<file path="src/rtl/ram_arbiter2_pkg.sv">
// rtl/ram_arbiter2_pkg.sv - shared types and default widths for the RAM arbiter
// Contents: FSM state enum, requester port id enum, default word/address widths.
package ram_arb_pkg;

  localparam int DEFAULT_DATA_WIDTH = 32;
  localparam int DEFAULT_ADDR_WIDTH = 7;

  typedef enum logic {
    IDLE   = 1'b0,
    ACCESS = 1'b1
  } state_e;

  typedef enum logic {
    PORT_A = 1'b0,
    PORT_B = 1'b1
  } port_e;

endpackage

</file>
<file path="src/rtl/ram_arbiter2_if.sv">
// rtl/ram_arbiter2_if.sv - one requester's request/response bundle
// Signals: valid/ready/we/addr/wdata (request), rvalid/rdata (response).
// Modports: master = requester side, slave = arbiter side.
interface ram_arbiter2_if #(
  parameter int DATA_WIDTH = 32,
  parameter int ADDR_WIDTH = 7
);
  logic                  valid;
  logic                  ready;
  logic                  we;
  logic [ADDR_WIDTH-1:0] addr;
  logic [DATA_WIDTH-1:0] wdata;
  logic                  rvalid;
  logic [DATA_WIDTH-1:0] rdata;

  modport master (
    output valid, we, addr, wdata,
    input  ready, rvalid, rdata
  );

  modport slave (
    input  valid, we, addr, wdata,
    output ready, rvalid, rdata
  );
endinterface

</file>
<file path="src/rtl/ram_arbiter2_rr.sv">
// rtl/ram_arbiter2_rr.sv - two-way round-robin grant logic (module rr_arbiter2)
// Ports: req[1:0] (bit 0 = A, bit 1 = B), last_grant (port granted last),
//        grant[1:0] one-hot winner, zero when nothing requests. Combinational.
import ram_arb_pkg::*;

module rr_arbiter2 (
  input  logic [1:0] req,
  input  port_e      last_grant,
  output logic [1:0] grant
);

  always_comb begin
    grant = 2'b00;
    case (req)
      2'b01:   grant = 2'b01;
      2'b10:   grant = 2'b10;
      // Tie: the port that did not win last time goes first.
      2'b11:   grant = (last_grant == PORT_B) ? 2'b01 : 2'b10;
      default: grant = 2'b00;
    endcase
  end

endmodule

</file>
<file path="src/rtl/ram_arbiter2.sv">
// rtl/ram_arbiter2.sv - round-robin sequencer of two requesters onto one single-port RAM
// Ports: clk, rst (async, active high); a, b requester bundles (slave side);
//        ram_we/ram_address/ram_d to the RAM, ram_q combinational read data back;
//        busy high while an access is in flight.
import ram_arb_pkg::*;

module ram_arbiter2 #(
  parameter int DATA_WIDTH = DEFAULT_DATA_WIDTH,
  parameter int ADDR_WIDTH = DEFAULT_ADDR_WIDTH
) (
  input  logic                  clk,
  input  logic                  rst,
  ram_arbiter2_if.slave         a,
  ram_arbiter2_if.slave         b,
  output logic                  ram_we,
  output logic [ADDR_WIDTH-1:0] ram_address,
  output logic [DATA_WIDTH-1:0] ram_d,
  input  logic [DATA_WIDTH-1:0] ram_q,
  output logic                  busy
);

  localparam logic [0:0] ST_IDLE   = IDLE;
  localparam logic [0:0] ST_ACCESS = ACCESS;

  logic [0:0]            state;
  port_e                 last_grant;
  port_e                 cmd_port;
  logic                  cmd_we;
  logic [ADDR_WIDTH-1:0] cmd_addr;
  logic [DATA_WIDTH-1:0] cmd_wdata;
  logic                  a_rvalid_q, b_rvalid_q;
  logic [DATA_WIDTH-1:0] a_rdata_q, b_rdata_q;
  logic [1:0]            grant;
  logic                  in_idle;

  rr_arbiter2 u_rr (
    .req        ({b.valid, a.valid}),
    .last_grant (last_grant),
    .grant      (grant)
  );

  assign in_idle  = (state == ST_IDLE);
  assign a.ready  = in_idle & grant[0];
  assign b.ready  = in_idle & grant[1];
  assign a.rvalid = a_rvalid_q;
  assign a.rdata  = a_rdata_q;
  assign b.rvalid = b_rvalid_q;
  assign b.rdata  = b_rdata_q;

  // Address/data always come from the command registers so the RAM inputs
  // stay put between accesses; only the write enable is gated by state.
  // Because state resets asynchronously, ram_we drops the moment rst rises.
  assign ram_address = cmd_addr;
  assign ram_d       = cmd_wdata;
  assign ram_we      = (state == ST_ACCESS) & cmd_we;
  assign busy        = (state == ST_ACCESS);

  always_ff @(posedge clk or posedge rst) begin
    if (rst) begin
      state      <= ST_IDLE;
      last_grant <= PORT_B;
      cmd_port   <= PORT_A;
      cmd_we     <= 1'b0;
      cmd_addr   <= '0;
      cmd_wdata  <= '0;
      a_rvalid_q <= 1'b0;
      b_rvalid_q <= 1'b0;
      a_rdata_q  <= '0;
      b_rdata_q  <= '0;
    end else begin
      a_rvalid_q <= 1'b0;
      b_rvalid_q <= 1'b0;
      case (state)
        ST_IDLE: begin
          if (grant != 2'b00) begin
            cmd_port   <= grant[0] ? PORT_A : PORT_B;
            last_grant <= grant[0] ? PORT_A : PORT_B;
            cmd_we     <= grant[0] ? a.we    : b.we;
            cmd_addr   <= grant[0] ? a.addr  : b.addr;
            cmd_wdata  <= grant[0] ? a.wdata : b.wdata;
            state      <= ST_ACCESS;
          end
        end
        default: begin
          // Closing edge of the access: ram_q has had the full cycle to settle.
          if (cmd_port == PORT_A) begin
            a_rvalid_q <= 1'b1;
            if (!cmd_we) a_rdata_q <= ram_q;
          end else begin
            b_rvalid_q <= 1'b1;
            if (!cmd_we) b_rdata_q <= ram_q;
          end
          state <= ST_IDLE;
        end
      endcase
    end
  end

endmodule
</file>
<file path="src/flat_wrapper.sv">
// flat-port wrapper written by rule: the top's interface ports become plain ports
module ram_arbiter2_flat 
#(
  parameter int DATA_WIDTH = DEFAULT_DATA_WIDTH,
  parameter int ADDR_WIDTH = DEFAULT_ADDR_WIDTH
)
  (clk, rst, ram_we, ram_address, ram_d, ram_q, busy, a_valid, a_we, a_addr, a_wdata, a_ready, a_rvalid, a_rdata, b_valid, b_we, b_addr, b_wdata, b_ready, b_rvalid, b_rdata);
  ram_arbiter2_if #(.DATA_WIDTH(DATA_WIDTH), .ADDR_WIDTH(ADDR_WIDTH)) a_i ();
  ram_arbiter2_if #(.DATA_WIDTH(DATA_WIDTH), .ADDR_WIDTH(ADDR_WIDTH)) b_i ();
  input  logic clk;
  input  logic rst;
  output logic ram_we;
  output logic [ADDR_WIDTH-1:0] ram_address;
  output logic [DATA_WIDTH-1:0] ram_d;
  input  logic [DATA_WIDTH-1:0] ram_q;
  output logic busy;
  input wire logic [$bits(a_i.valid)-1:0] a_valid;
  input wire logic [$bits(a_i.we)-1:0] a_we;
  input wire logic [$bits(a_i.addr)-1:0] a_addr;
  input wire logic [$bits(a_i.wdata)-1:0] a_wdata;
  output wire logic [$bits(a_i.ready)-1:0] a_ready;
  output wire logic [$bits(a_i.rvalid)-1:0] a_rvalid;
  output wire logic [$bits(a_i.rdata)-1:0] a_rdata;
  input wire logic [$bits(b_i.valid)-1:0] b_valid;
  input wire logic [$bits(b_i.we)-1:0] b_we;
  input wire logic [$bits(b_i.addr)-1:0] b_addr;
  input wire logic [$bits(b_i.wdata)-1:0] b_wdata;
  output wire logic [$bits(b_i.ready)-1:0] b_ready;
  output wire logic [$bits(b_i.rvalid)-1:0] b_rvalid;
  output wire logic [$bits(b_i.rdata)-1:0] b_rdata;
  assign a_i.valid = a_valid;
  assign a_i.we = a_we;
  assign a_i.addr = a_addr;
  assign a_i.wdata = a_wdata;
  assign a_ready = a_i.ready;
  assign a_rvalid = a_i.rvalid;
  assign a_rdata = a_i.rdata;
  assign b_i.valid = b_valid;
  assign b_i.we = b_we;
  assign b_i.addr = b_addr;
  assign b_i.wdata = b_wdata;
  assign b_ready = b_i.ready;
  assign b_rvalid = b_i.rvalid;
  assign b_rdata = b_i.rdata;
  ram_arbiter2 #(.DATA_WIDTH(DATA_WIDTH), .ADDR_WIDTH(ADDR_WIDTH)) u_core (.clk(clk), .rst(rst), .a(a_i), .b(b_i), .ram_we(ram_we), .ram_address(ram_address), .ram_d(ram_d), .ram_q(ram_q), .busy(busy));
endmodule
</file>
<file path="config.mk">
export PLATFORM = sky130hd
export DESIGN_NAME = ram_arbiter2_flat
export DESIGN_NICKNAME = d
export VERILOG_FILES = /design/src/rtl/ram_arbiter2_pkg.sv /design/src/rtl/ram_arbiter2_if.sv /design/src/rtl/ram_arbiter2_rr.sv /design/src/rtl/ram_arbiter2.sv /design/src/flat_wrapper.sv
export SDC_FILE = /design/constraint.sdc
export NUM_CORES = 1
export LEC_CHECK = 0
export ABC_AREA = 1
export CAP_MARGIN = 20
export CORE_ASPECT_RATIO = 1.5
export CORE_UTILIZATION = 42
export DETAILED_ROUTE_END_ITERATION = 10
export MAX_ROUTING_LAYER = met4
export PLACE_DENSITY = 0.86
export REMOVE_ABC_BUFFERS = 1
export SYNTH_ARGS = -nofsm -noshare
export SYNTH_HDL_FRONTEND = slang
export SYNTH_SLANG_ARGS = --single-unit
</file>
<file path="constraint.sdc">
create_clock -name clk -period 3.9 [get_ports clk]
set_input_delay 0.585 -clock clk [delete_from_list [all_inputs] [get_ports clk]]
set_output_delay 0.585 -clock clk [all_outputs]
set_load 0.02 [all_outputs]
</file>
# Word-level counts from Yosys, hierarchy flattened
# Index checks and enable logic that the tools add are counted.
op_classes:
  n_eq_ne: 3
  n_mux: 12
  n_bitwise: 6
  reduce_logical: 4
op_table:
  columns: ["cell", "count"]
  rows:
  - ["32-bit 2-to-1 mux", 1]
  - ["1-bit 2-to-1 mux", 8]
  - ["7-bit 2-to-1 mux", 1]
  - ["2-bit case mux with 3 select lines", 1]
  - ["3-bit AND reduction", 2]
  - ["2-bit == test, second input constant", 2]
  - ["1-bit AND", 3]
  - ["1-bit inverter", 3]
  - ["2-bit by 1-bit == test with 1-bit output, second input constant", 1]
  - ["2-bit 2-to-1 mux", 1]
  - ["2-bit AND reduction", 1]
  - ["2-bit nonzero test", 1]
totals:
  ff_bits: 109
  input_bits: 116
  out_inout_bits: 109
  elab_cells: 35

# Depth between registers and ports, before layout
# Gate-level depths: netlist of run 1.
logic_depth:
  depth_word: 5
  ltp_mapped: 7
  ltp_nobuf: 6

# By module
# From an unflattened synthesis of run 1, not the netlist that was laid out.
unflattened:
  hier_cells: 606
  hier_area_um2: 4778.3
modules_own_cells:
  columns: ["mod", "n_inst", "cells_per_inst", "area_per_inst_um2", "seq_area_each_um2"]
  rows:
  - ["ram_arbiter2", 1, 601, 4757.1, 2728.9]
  - ["rr_arbiter2", 1, 5, 21.3, 0.0]

# Worst setup path before layout of run 1
# Ideal clock, no wire load.
synth_path:
  path_kind: "input-to-output"
  startpoint: "input port a_valid"
  endpoint: "output port a_ready"
  arrival_ns: 1.289
  required_time_ns: 3.315
  setup_slack_ns: 2.026
  path_stages: 4
  n_path_buf: 2
  cell_sequence: "buf_2 nand2_1 buf_2 nor2_1"
synth_via:
  elab_chain_cells: 3
  elab_cells_between_ends: 5
  classes_between: "3 x eq/ne; 1 x mux; 1 x bitwise"
synth_rtl:
  columns: ["item", "line_no", "text"]
  rows:
  - ["start: declaration", "flat_wrapper.sv:17", "input wire logic [$bits(a_i.valid)-1:0] a_valid;"]
  - ["2-bit == test or 2-bit by 1-bit == test with 1-bit output (tied branches)", "ram_arbiter2_rr.sv:14", "case (req)"]
  - ["2-bit case mux with 3 select lines (*)", "ram_arbiter2_rr.sv:14", null]
  - ["1-bit AND (*)", "ram_arbiter2.sv:43", "assign a.ready = in_idle & grant[0];"]
  - ["end: declaration", "flat_wrapper.sv:21", "output wire logic [$bits(a_i.ready)-1:0] a_ready;"]
# Every way passes the cells marked *; elsewhere a longest branch is shown, timed or not.

# Final worst setup path of run 1
layout_path:
  startpoint: "input port b_valid"
  endpoint: "output port b_ready"
layout_via:
  elab_chain_cells: 3
  elab_cells_between_ends: 5
  classes_between: "3 x eq/ne; 1 x mux; 1 x bitwise"
layout_rtl:
  columns: ["item", "line_no", "text"]
  rows:
  - ["start: declaration", "flat_wrapper.sv:24", "input wire logic [$bits(b_i.valid)-1:0] b_valid;"]
  - ["2-bit == test or 2-bit by 1-bit == test with 1-bit output (tied branches)", "ram_arbiter2_rr.sv:14", null]
  - ["2-bit case mux with 3 select lines (*)", "ram_arbiter2_rr.sv:14", null]
  - ["1-bit AND (*)", "ram_arbiter2.sv:44", "assign b.ready = in_idle & grant[1];"]
  - ["end: declaration", "flat_wrapper.sv:28", "output wire logic [$bits(b_i.ready)-1:0] b_ready;"]
# Marks and branches as above.

==> results.sh, run 1 <==
export IMPL_clkSinkCount=109
export IMPL_avgSynthCellArea_um2=8.21
export IMPL_hold_violations=0
export IMPL_postSynthCellCount=604
export IMPL_ir_drop_mv=0.359
export IMPL_worstReg2RegStart="u_core.busy"
export IMPL_dr_pass1_iters=6
export IMPL_antenna_found_initial=0
export IMPL_min_path_cells=2
export IMPL_drc=0
export IMPL_cp_common_cell="nand2_1"
export IMPL_cts_tree="built"
export IMPL_setup_violations=0
export IMPL_synthToLayoutAreaGrowth_pct=53.0
export IMPL_leakagePower_nw=3.87
export IMPL_fin_util_pct=65.8
export IMPL_layout_common_cells="clkdlybuf4s50_1, nand2_1, inv_1"
export IMPL_cts_buffers=9
export IMPL_drv_slew=0
export IMPL_fmax_mhz=378
export IMPL_ys_warnings_count=0
export IMPL_holdPathEnd="u_core.ram_d[13]"
export IMPL_path_clk_slew_ps=70
export IMPL_powerDensity_mw_per_mm2=653
export IMPL_antennaDiodeCount=0
export IMPL_fin_crit_sh_pct=67.9
export IMPL_grt_pass1_wl_um=20700
export IMPL_grt_max_degree=110
export IMPL_critPathArrivalTime_ps=2060
export IMPL_gp_congestion=0.824
export IMPL_hp_start="u_core.ram_d[13]"
export IMPL_path_delay_family="buffers and inverters"
export IMPL_ys_types=14
export IMPL_ys_seq_area_share_pct=55.0
export IMPL_tightest_slew_ps=587
export IMPL_ant_nets=0
export IMPL_rows=48
export IMPL_viasPerCell=4.67
export IMPL_crit_path_max_fanout=3
export IMPL_worst_path_largest_cell_delay_ps=590
export IMPL_maxCapViolCount=0
export IMPL_crit_chain="clkdlybuf4s50_1 > nand2_1 > nand2_1 > nand2_1 > inv_1 > clkdlybuf4s50_1"
export IMPL_io_buffers=224
export IMPL_hold_worst_slack_ps=477
export IMPL_rsz0062_at_grt="false"
export IMPL_cp_start_kind="primary input"
export IMPL_grt_pass1_vias=4342
export IMPL_worstHoldPathType="reg -> reg"
export IMPL_postCtsHoldBufs=0
export IMPL_r2r_end="u_core.b.rdata[31]"
export IMPL_crit_required_ps=3310
export IMPL_post_cts_resized=0
export IMPL_grt_ovfl_total=0
export IMPL_finalSetupTns_ps=0
export IMPL_wl_per_cell_um=13.0
export IMPL_critPathCaptureType="output pin"
export IMPL_status="complete, no violations"
export IMPL_mostFrequentLayoutCell="clkdlybuf4s50_1"
export IMPL_finalWirelength_um=12600
export IMPL_critPathBufInv=3
export IMPL_fp_coreArea_mm2=0.0115
export IMPL_cp_slowest_cell="clkdlybuf4s50_1"
export IMPL_cts_root_buf="clkbuf_16"
export IMPL_nets=930
export IMPL_io_pins=225
export IMPL_vias=4521
export IMPL_start_util_pct=43.0
export IMPL_track_usage_pct=21.7
export IMPL_reg2regPathDepth=6
export IMPL_path_class="in -> out"
export IMPL_die_h_um=135
export IMPL_clkLatencyLatePin_ps=340
export IMPL_drive_gt1_share_pct=7.45
export IMPL_htreeDepth=3
export IMPL_hpwl_um=8960
export IMPL_die_x_um=90.7
export IMPL_ys_ff_latch=109
export IMPL_post_cts_setup_buffers=0
export IMPL_drt_iter0_drc=175
export IMPL_slew_headroom_pct=60.9
export IMPL_clockBufferDepth=2
export IMPL_power_total_w=0.00495
export IMPL_skew_ps=12.3
export IMPL_die_area_mm2=0.0123
export IMPL_synth_area_mm2=0.00496
export IMPL_min_period_ps=2650
export IMPL_r2r_slack_ps=2220
==> flip-flops by register name (all words and copies together), names as in the netlist <==
signal and cells:
u_core.cmd_we 1, u_core.ram_d 32, u_core.busy 1, u_core.b.rvalid 1, u_core.a.rdata 32, u_core.last_grant 1
u_core.cmd_port 1, u_core.a.rvalid 1, u_core.ram_address 7, u_core.b.rdata 32
==> layer usage <==
metal | wire length [um] | share of wire, % | GRT usage [%] | up-vias
met3 | 628 | 5.0 | 3.77 | 24
met5 | 0 | 0 | - | -
li1 | - | - | - | 2243
met4 | 291 | 2.3 | 7.62 | 0
met2 | 6640 | 53 | 37.4 | 162
met1 | 5040 | 40 | 25.6 | 2092
==> layout make-up <==
cell class,count,area [um^2]
tap,150,188
sequential,109,2730
clock inverter,6,56.3
inverter,119,449
timing repair buffer,233,2340
multi-input combinational,342,1600
clock buffer,10,229
fill,952,3940
==> how the worst max path moves through the flow <==
stage	start	endpoint	slack [ps]	cells after the start
floorplan	rst	u_core.a.rdata[0]	440	1
global placement	b_valid	b_ready	1300	6
detailed placement	b_valid	b_ready	1260	6
CTS	b_valid	b_ready	1260	6
global route	b_valid	b_ready	1180	6
finish	b_valid	b_ready	1250	6
==> power breakdown <==
| group | internal (W) | switching (W) | total, W |
|---|---|---|---|
| clock | 0.000447 | 0.000432 | 0.000879 |
| combinational | 0.00109 | 0.00120 | 0.00228 |
| sequential | 0.00156 | 0.000229 | 0.00179 |
==> tightest hold or removal path, cell delays in order, from the launching register on <==
cell and delay [ps]:
dfrtp_1 340, nand2_1 50, nand2_1 50
==> kinds of logic (layout without fill, tap and decap cells) <==
family          count (synthesis)  after routing  synth area share, %
buf+inv                       153            368                 13.0
compound gates                 66             66                 9.00
flops                         109            109                 55.0
simple gates                  276            276                 23.0
==> synthesized netlist by cell type <==
cell,number,area [um^2]
nand2_1,192,721
o21ai_2,31,272
clkbuf_1,11,41.3
dfrtp_1,108,2700
buf_6,7,78.8
nor2_1,3,11.3
o21ai_1,2,10.0
buf_2,16,80.1
inv_1,118,443
inv_2,1,3.75
or2_1,1,6.26
o21ai_0,33,165
dfstp_2,1,26.3
nand3_1,80,400
==> stage by stage <==
stage                     cells  worst slack [ps]  instance area (um^2)
after floorplan             570               443                  4760
after global placement      951              1300                  7260
after detailed placement    951              1260                  7260
after CTS                   967              1260                  7550
after global routing        969              1180                  7590
final                       969              1250                  7590
Power figures use the tool's default switching activity.
==> inputs of run 2 (changes only) <==
--- a/config.mk
+++ b/config.mk
@@ -8,10 +8,10 @@
 export ABC_AREA = 1
 export CAP_MARGIN = 20
 export CORE_ASPECT_RATIO = 1.5
-export CORE_UTILIZATION = 42
+export CORE_UTILIZATION = 38
 export DETAILED_ROUTE_END_ITERATION = 10
 export MAX_ROUTING_LAYER = met4
-export PLACE_DENSITY = 0.86
+export PLACE_DENSITY = 0.82
 export REMOVE_ABC_BUFFERS = 1
 export SYNTH_ARGS = -nofsm -noshare
 export SYNTH_HDL_FRONTEND = slang
==> constraint.sdc (replaced) <==
create_clock -name clk -period 2.2 [get_ports clk]
set_input_delay 0.33 -clock clk [delete_from_list [all_inputs] [get_ports clk]]
set_output_delay 0.33 -clock clk [all_outputs]
set_load 0.02 [all_outputs]
==> run 2 against run 1 <==
  * Sequential power increased by 78%
  * Non-clock buffer count stayed put
  * Global-route usage is 2.2 points lower
  * Via count is 1.8% lower
  * Worst hold slack improved by 4.8 ps
  * Sequential share of layout area is essentially flat
  * Critical endpoint is now ram_we
  * Critical path depth down 3
  * First-iteration DRC count down 27%
  * Count of clock-buffer cells in the layout unchanged
==> results.sh, run 2 (synthesis results as in run 1) <==
export IMPL_tightest_slew_ps=684
export IMPL_clkPwrFrac_pct=17.7
export IMPL_slew_headroom_pct=54.4
export IMPL_setup_violations=0
export IMPL_cp_startpoint="u_core.busy"
export IMPL_final_cells=975
export IMPL_leakagePower_nw=3.89
export IMPL_p_int_w=0.00548
export IMPL_grt_max_degree=110
export IMPL_mostFrequentLayoutCell="clkdlybuf4s50_1"
export IMPL_clkLatencyLatePin_ps=340
export IMPL_worstReg2RegStart="u_core.busy"
export IMPL_drc=0
export IMPL_path_clk_slew_ps=70
export IMPL_htreeDepth=3
export IMPL_gp_congestion=0.752
export IMPL_drive_gt1_share_pct=7.45
export IMPL_crit_required_ps=1870
export IMPL_die_h_um=142
export IMPL_seq_power_share_pct=36.3
export IMPL_grt_pass1_wl_um=20200
export IMPL_vias=4441
export IMPL_grt_pass1_vias=4268
export IMPL_fin_crit_sh_pct=86.8
export IMPL_path_class="reg -> out"
export IMPL_nets=930
export IMPL_cts_root_buf="clkbuf_16"
export IMPL_multi_input_area_mm2=0.00160
export IMPL_antenna_found_initial=0
export IMPL_grt_ovfl_total=0
export IMPL_post_cts_setup_buffers=0
export IMPL_maxCapViolCount=0
export IMPL_dr_pass1_iters=4
export IMPL_ant_nets=0
export IMPL_status="complete, no violations"
export IMPL_drv_slew=0
export IMPL_hpwl_um=8750
export IMPL_clockBufferDepth=2
export IMPL_cts_tree="built"
export IMPL_antennaDiodeCount=0
export IMPL_place_inst=959
export IMPL_rsz0062_at_grt="false"
export IMPL_comb_power_share_pct=45.9
export IMPL_cp_start_kind="flop"
export IMPL_layout_common_cells="clkdlybuf4s50_1, nand2_1, inv_1"
export IMPL_final_seq_area_mm2=0.00273
export IMPL_die_area_mm2=0.0135
export IMPL_cts_buffers=9
export IMPL_fp_coreArea_mm2=0.0126
export IMPL_hold_worst_slack_ps=482
export IMPL_dpl_cell_area_mm2=0.00730
export IMPL_io_pins=225
export IMPL_power_switching_w=0.00326
export IMPL_synthToLayoutAreaGrowth_pct=52.9
export IMPL_io_buffers=224
export IMPL_wl_per_cell_um=12.7
export IMPL_fillers=1095
export IMPL_powerDensity_mw_per_mm2=1150
export IMPL_min_period_ps=1910
export IMPL_rows=50
export IMPL_die_x_um=95.3
export IMPL_place_ws_ps=26.5
export IMPL_hold_violations=0
export IMPL_r2r_slack_ps=500
export IMPL_fmax_mhz=524
export IMPL_drt_iter0_drc=128
export IMPL_finalSetupTns_ps=0
export IMPL_clkSinkCount=109
export IMPL_final_area_mm2=0.00759
export IMPL_viasPerCell=4.55
export IMPL_hp_start="u_core.b.rdata[24]"
export IMPL_skew_ps=8.57
export IMPL_finalWirelength_um=12400
export IMPL_crit_path_max_fanout=6
export IMPL_timing_final_ws_setup_ps=291
export IMPL_start_util_pct=39.5
export IMPL_ir_drop_mv=0.458
export IMPL_critPathCaptureType="output pin"
export IMPL_track_usage_pct=19.6
export IMPL_swShare_pct=37.3
export IMPL_critPathArrivalTime_ps=1580
export IMPL_worstHoldPathType="reg -> reg"
## run 2: metrics by stage
stage | power, W | util, %
final | 0.00874 | 60.3
after global routing | 0.00931 | 60.3
after CTS | 0.00885 | 60.3
after detailed placement | 0.00728 | 58.0
after global placement | 0.00719 | 58.0
after floorplan | 0.00514 | -
## run 2: power by group through the flow
stage	combinational, W	sequential, W	clock, W
2_1_floorplan	0.000986	0.00416	0
3_3_place_gp	0.00401	0.00319	0
3_5_place_dp	0.00406	0.00322	0
4_1_cts	0.00407	0.00319	0.00159
5_1_grt	0.00434	0.00329	0.00168
6_report	0.00401	0.00318	0.00155
## run 2: timing repair
item	in CTS	in global routing
gates resized for setup	0	2
hold buffers	0	0
setup endpoints to repair	0	2
## run 2: metal layers
layer | GRT usage [%] | vias up | part of all wire (%)
met5 | - | - | 0
met4 | 6.22 | 0 | 2.3
met3 | 5.34 | 21 | 6.5
met2 | 32.3 | 167 | 49
met1 | 22.9 | 2015 | 42
li1 | - | 2238 | -
## run 2: cell type report
| type | count | share of cell area [%] |
|---|---|---|
| timing repair buffer | 233 | 30.8 |
| multi-input combinational | 342 | 21.0 |
| tap | 156 | 2.57 |
| sequential | 109 | 36.0 |
| inverter | 119 | 5.92 |
| clock buffer | 10 | 3.02 |
| clock inverter | 6 | 0.709 |
## run 2: worst paths after layout
| path | to | depth (start not counted) |
|---|---|---|
| max in group asynchronous | u_core.b.rdata[1] | 3 |
| max | ram_we | 3 |
| min reg2reg | u_core.b.rdata[24] | 2 |
| min | u_core.b.rdata[24] | 2 |
| max reg2reg | u_core.b.rdata[27] | 5 |
| min in group asynchronous | u_core.ram_d[26] | 3 |
## run 2: worst max-delay path: stages, from the launching register on
cell	delay (ps)
dfrtp_1	470
nand2_1	80
inv_1	70
clkdlybuf4s50_1	620
==> inputs of run 3 (changes only) <==
--- a/config.mk
+++ b/config.mk
@@ -9,6 +9,7 @@
 export CAP_MARGIN = 20
 export CORE_ASPECT_RATIO = 1.5
 export CORE_UTILIZATION = 38
+export CTS_CLUSTER_SIZE = 40
 export DETAILED_ROUTE_END_ITERATION = 10
 export MAX_ROUTING_LAYER = met4
 export PLACE_DENSITY = 0.82
==> results of run 3 <==
The final DEF is identical to that of run 2; final timing and power are the same.
==> RTL edit 1 (flow settings as in run 2) <==
Reset style: synchronous (`rst`), changed in one clocked block. Comments in the files are not updated.
--- a/src/rtl/ram_arbiter2.sv
+++ b/src/rtl/ram_arbiter2.sv
@@ -56,5 +56,5 @@
   assign busy        = (state == ST_ACCESS);
 
-  always_ff @(posedge clk or posedge rst) begin
+  always_ff @(posedge clk) begin
     if (rst) begin
       state      <= ST_IDLE;
Formal check against the unedited RTL: differs if rst is asserted again (counterexample within 4 cycles, from zero or initial values and one cycle with rst high); with rst held inactive, the same outputs for 4 cycles.
==> RTL edit 1 against run 2 <==
- sequential cell count unchanged
- setup slack got worse by 89 ps
- synthesized cell count increased by 8.3%
- sequential share of layout area decreased by 5.4 points
- register-to-register slack improved by 310 ps
- cell area decreased by 6.0%
- area after synthesis decreased by 8.1%
- highest routed layer unchanged
- routed wire length increased by 2.2%
Power is not compared: it rests on default switching activity, and its combinational part moved more than twofold at a synthesized area within 25%.
==> RTL edit 1: results (changes against run 2) <==
.. list-table::
   :header-rows: 1

   * - Metric
     - Value
   * - Buffers inserted during post-CTS setup optimization
     - 0 (unchanged)
   * - CP max FO
     - 3 (-3)
   * - Hold path cells
     - 3 (+1)
   * - Number of levels the H-tree was split into
     - 3 (unchanged)
   * - Post-detail-place hpwl
     - 8.78 mm (+0.33%)
   * - Clock edge transition at the registers on the reported setup and hold paths
     - around 80 ps
   * - Gpl congestion
     - 0.811 (+7.8%)
   * - Largest net degree at the start of global routing
     - 82 (-25%)
   * - Hold path endpoint
     - u_core.busy
   * - Fraction of final layout cells sized beyond drive strength 1
     - 3.63% (-3.8 points)
   * - Number of inserted diodes
     - 0 (unchanged)
   * - Number of cells traversed by the worst register-to-register path
     - 4 (-1)
   * - Flop-to-flop setup slack
     - 810 ps (+310 ps)
   * - IR drop worst, VDD
     - 340 uV
   * - Lkg Pwr
     - between 3 and 4 nW
   * - Vias in the first global route
     - 4340 (+1.7%)
   * - Longest Clk Path Bufs
     - 2 (unchanged)
   * - Run status
     - completed
   * - Synth top cells by count
     - 213 x nor2_1, 109 x dfxtp_1, 89 x o21ai_0, 46 x nand2_1, 45 x inv_1
   * - DRC Markers
     - 0 (unchanged)
   * - Number of inserted filler cells in the final layout
     - 1042 (-4.8%)
   * - Worst Skew
     - 9.09 ps (+0.521 ps)
   * - Global Route met3 Usage
     - 4.03% (-1.3 points)
   * - Global-route track usage on met1
     - 25.3% (+2.5 points)
   * - FFs w/ async S/R, synth
     - 0% (-100 points)
   * - # port buffers
     - 224 (unchanged)
   * - Critical Path Max Stage Delay
     - between 600 and 700 ps
   * - Launch point of the worst reg-to-reg path
     - u_core.busy
   * - Cell types with the largest area share after synthesis
     - dfxtp_1 48%, nor2_1 18%, o21ai_0 9.8%, a21oi_1 4.5%, nand3_1 4.4%
   * - Avg WL per Cell
     - 12.6 um (-0.76%)
   * - Global-route track usage on met2
     - 35.4% (+3.1 points)
   * - Detailed Route Iter0 Violations
     - 109 (-15%)
   * - PostCTS Resize Cnt
     - 0 (unchanged)
   * - Overall track demand over capacity in global routing
     - 21.2% (+1.6 points)
   * - Count of nets after finishing
     - 965 (+3.8%)
   * - Num CTS Buffers
     - 9 (unchanged)
   * - Library cells used by synthesis
     - 18 (+4)
   * - Terminus of the critical flop-to-flop path
     - u_core.a.rdata[23]
   * - Sequential share of the synthesized area
     - 47.8% (-7.2 points)
   * - Total number of placement rows
     - 48 (-4.0%)
   * - First-pass GRT wire length
     - 20.7 mm (+2.6%)
   * - Clock latency of the later-clocked register in the worst-skew pair
     - 340 ps (about the same)
   * - Vias per inst
     - 4.76 (+4.4%)
   * - Max-Slew Margin vs Limit
     - 48.2% (-6.2 points)
   * - Router iterations before antenna repair
     - 7 (+3)
   * - HP Class
     - input port to flop
   * - Origin of the worst min-delay path
     - a_valid
[RTL edit 1: cell types whose count changed in the layout (fill, tap and decap cells not counted), moves of 3 or more]
| cell | run 2 | this run |
|---|---|---|
| buf_4 | 7 | 4 |
| inv_1 | 117 | 44 |
| dfrtp_1 | 108 | 0 |
| nand3_1 | 80 | 40 |
| dfxtp_1 | 0 | 109 |
| a21oi_1 | 0 | 41 |
| o21ai_1 | 2 | 16 |
| o21ai_0 | 33 | 89 |
| nand2_1 | 191 | 45 |
| o21ai_2 | 30 | 0 |
| nor2_1 | 3 | 213 |
[RTL edit 1: where the power goes]
part | internal, mW | switching [mW]
clock network | 0.792 | 0.754
logic | 0.593 | 0.608
registers | 2.13 | 0.0781
[RTL edit 1: stage by stage]
stage	worst slack, ps	hold WS [ps]	area (um^2)	cells	setup TNS, ps
2_1_floorplan	-200	399	4300	606	-322
4_1_cts	64.3	344	7130	1004	0
3_3_place_gp	84.2	461	6840	988	0
3_5_place_dp	70.1	472	6840	988	0
6_report	202	360	7130	1004	0
5_1_grt	167	377	7130	1004	0
[RTL edit 1: worst max-delay path by stage]
| stage | start | end | slack (ps) | depth (start not counted) |
|---|---|---|---|---|
| global placement | b_valid | b_ready | 80 | 6 |
| detailed placement | b_valid | b_ready | 70 | 6 |
| finish | b_valid | a_ready | 200 | 5 |
| floorplan | u_core.last_grant | a_ready | -200 | 4 |
| CTS | b_valid | b_ready | 60 | 6 |
| global route | b_valid | a_ready | 170 | 5 |
[RTL edit 1: per-layer routing]
metal / vias to the layer above / wire length [um]
met2: 185 / 6250
met4: 0 / 274
met1: 2098 / 5470
met5: - / 0
met3: 25 / 657
li1: 2468 / -
[RTL edit 1: cell families after synthesis]
kind of cell    after synthesis  share of synthesized area [%]
flops                       109                           47.8
compound gates              147                           16.2
buf+inv                      95                           9.52
simple gates                303                           26.4
[RTL edit 1: layout make-up]
| class | instances | area (um^2) | area share [%] |
|---|---|---|---|
| Clock inverter | 6 | 56.3 | 0.790 |
| Tap cell | 150 | 188 | 2.63 |
| Multi-Input combinational cell | 450 | 1950 | 27.3 |
| Inverter | 47 | 176 | 2.47 |
| Sequential cell | 109 | 2180 | 30.6 |
| Clock buffer | 10 | 229 | 3.21 |
| Timing Repair Buffer | 232 | 2350 | 33.0 |
[RTL edit 1: worst max-delay path: cells and delay by family]
kind | cells | cell delay [ps]
simple gates | 3 | 280
buf+inv | 2 | 1060
==> RTL edit 2 (flow settings as in run 2) <==
Without the edit above. Set the package constant `DEFAULT_ADDR_WIDTH` to 6 (it was 7).
--- a/src/rtl/ram_arbiter2_pkg.sv
+++ b/src/rtl/ram_arbiter2_pkg.sv
@@ -4,5 +4,5 @@
 
   localparam int DEFAULT_DATA_WIDTH = 32;
-  localparam int DEFAULT_ADDR_WIDTH = 7;
+  localparam int DEFAULT_ADDR_WIDTH = 6;
 
   typedef enum logic {
Interface: changed (resized a_addr, b_addr and ram_address); port bits go from 225 to 222. The function was not compared with the original's and may differ.
==> RTL edit 2 against run 2 <==
- setup slack worse by 200 ps
- sequential share of layout area is 0.050 points higher
- cell area is 1.1% lower
- area after synthesis is 1.2% lower
- sequential cell count is 1 lower
- critical endpoint is now a_ready
- total power is 1.1% lower
- cell count is 1.0% lower
- hold slack worse by 200 ps
- routed wire length is 0.90% lower
- clock power is 3% lower
==> RTL edit 2: results (changes against run 2) <==
.. list-table::
   :header-rows: 1

   * - Metric
     - Value
   * - Gpl congestion
     - 0.774 (+2.8%)
   * - Avg WL per Cell
     - 12.7 um (+0.13%)
   * - Vias per inst
     - 4.60 (+1.1%)
   * - Overall track demand over capacity in global routing
     - 19.3% (-0.26 points)
   * - Metal-1 WL
     - 4.88 mm (-6.1%)
   * - Fraction of final layout cells sized beyond drive strength 1
     - 7.30% (-0.15 points)
   * - Dominant synthesized flop cell
     - dfrtp_1
   * - Router iterations before antenna repair
     - 4 (unchanged)
   * - Global-route track usage on met1
     - 21.8% (-1.0 points)
   * - First-pass GRT wire length
     - 19.7 mm (-2.5%)
   * - # port buffers
     - 221 (-1.3%)
   * - Largest net degree at the start of global routing
     - 65 (-41%)
   * - Cell types with the largest area share after synthesis
     - dfrtp_1 55%, nand2_1 14%, inv_1 8.9%, nand3_1 8.0%, o21ai_2 5.5%
   * - Final hold vios
     - 0 (unchanged)
   * - Post-detail-place hpwl
     - 8.80 mm (+0.56%)
   * - Global Route met3 Usage
     - 4.42% (-0.92 points)
   * - Number of inserted filler cells in the final layout
     - 1082 (-1.2%)
   * - Data arrival time of the critical path
     - 1780 ps (+200 ps)
   * - Detailed Route Iter0 Violations
     - 108 (-16%)
   * - Synth top cells by count
     - 189 x nand2_1, 116 x inv_1, 107 x dfrtp_1, 78 x nand3_1, 33 x o21ai_0
   * - Synth warn
     - 0 (unchanged)
   * - WL met2
     - 6.04 mm (-0.89%)
   * - Lkg Pwr
     - 3.83 nW (-1.6%)
   * - Met3 WL post-DR
     - 884 um (+10%)
   * - Worst slack after detailed placement
     - 30.9 ps (+4.31 ps)
   * - Max-Slew Margin vs Limit
     - 62.2% (+7.8 points)
   * - Library cells used by synthesis
     - 14 (unchanged)
   * - Sequential share of the synthesized area
     - 55.1% (+0.14 points)
   * - Worst Skew
     - 5.56 ps (-3.02 ps)
   * - IR drop worst, VDD
     - 450 uV (-1.7%)
   * - Vias in the first global route
     - 4151 (-2.7%)
   * - CP max FO
     - 4 (-2)
   * - Global-route track usage on met2
     - 31.5% (-0.83 points)
   * - Count of nets after finishing
     - 917 (-1.4%)
   * - HP Class
     - input port to asynchronous set/reset pin
   * - Number of antenna violations at the first check in global routing
     - 1 (+1)
   * - Run status
     - completed
-- RTL edit 2: what timing repair did --
action,4_1_cts,5_1_grt
resized for setup,0,1
endpoints found under the hold margin,0,0
buffers inserted,0,0
setup endpoints to repair,0,1
-- RTL edit 2: logic make-up after synthesis --
kind of cell	after synthesis	share of synthesized area [%]
flops	108	55.1
simple gates	271	22.8
compound gates	66	9.11
buf+inv	150	13.0
-- RTL edit 2: critical path: cells and delay by family --
family                 cells  cell delay [ps]
and+or+nand+nor            2              250
buffers and inverters      2             1200
-- RTL edit 2: power by group --
part	switching [mW]	internal (mW)	leakage (nW)
registers	0.403	2.75	1.32
clock network	0.677	0.833	0.136
logic	2.07	1.91	2.38
-- RTL edit 2: worst paths after layout --
path	start	to	slack, ps	depth (start not counted)
hold / removal	rst	u_core.b.rdata[27]	280	2
hold reg to reg	u_core.ram_d[29]	u_core.ram_d[29]	480	2
setup reg to reg	u_core.busy	u_core.ram_d[10]	680	6
max in group asynchronous	rst	u_core.b.rdata[0]	1270	3
min in group clk	u_core.ram_d[29]	u_core.ram_d[29]	480	2
setup / recovery	a_valid	a_ready	90	4
-- RTL edit 2: metrics by stage --
stage	area (um^2)	cells
2_1_floorplan	4710	562
3_3_place_gp	7220	948
3_5_place_dp	7220	948
4_1_cts	7500	964
5_1_grt	7510	965
6_report	7510	965
-- RTL edit 2: cell type report --
type	count	area, um^2	share of cell area (%)
Sequential cell	108	2700	36.0
Timing Repair Buffer	230	2310	30.7
Multi-Input combinational cell	337	1570	21.0
Inverter	117	442	5.88
Clock buffer	13	260	3.47
Tap cell	156	195	2.60
Clock inverter	3	21.3	0.283
Antenna cell	1	2.50	0.0333
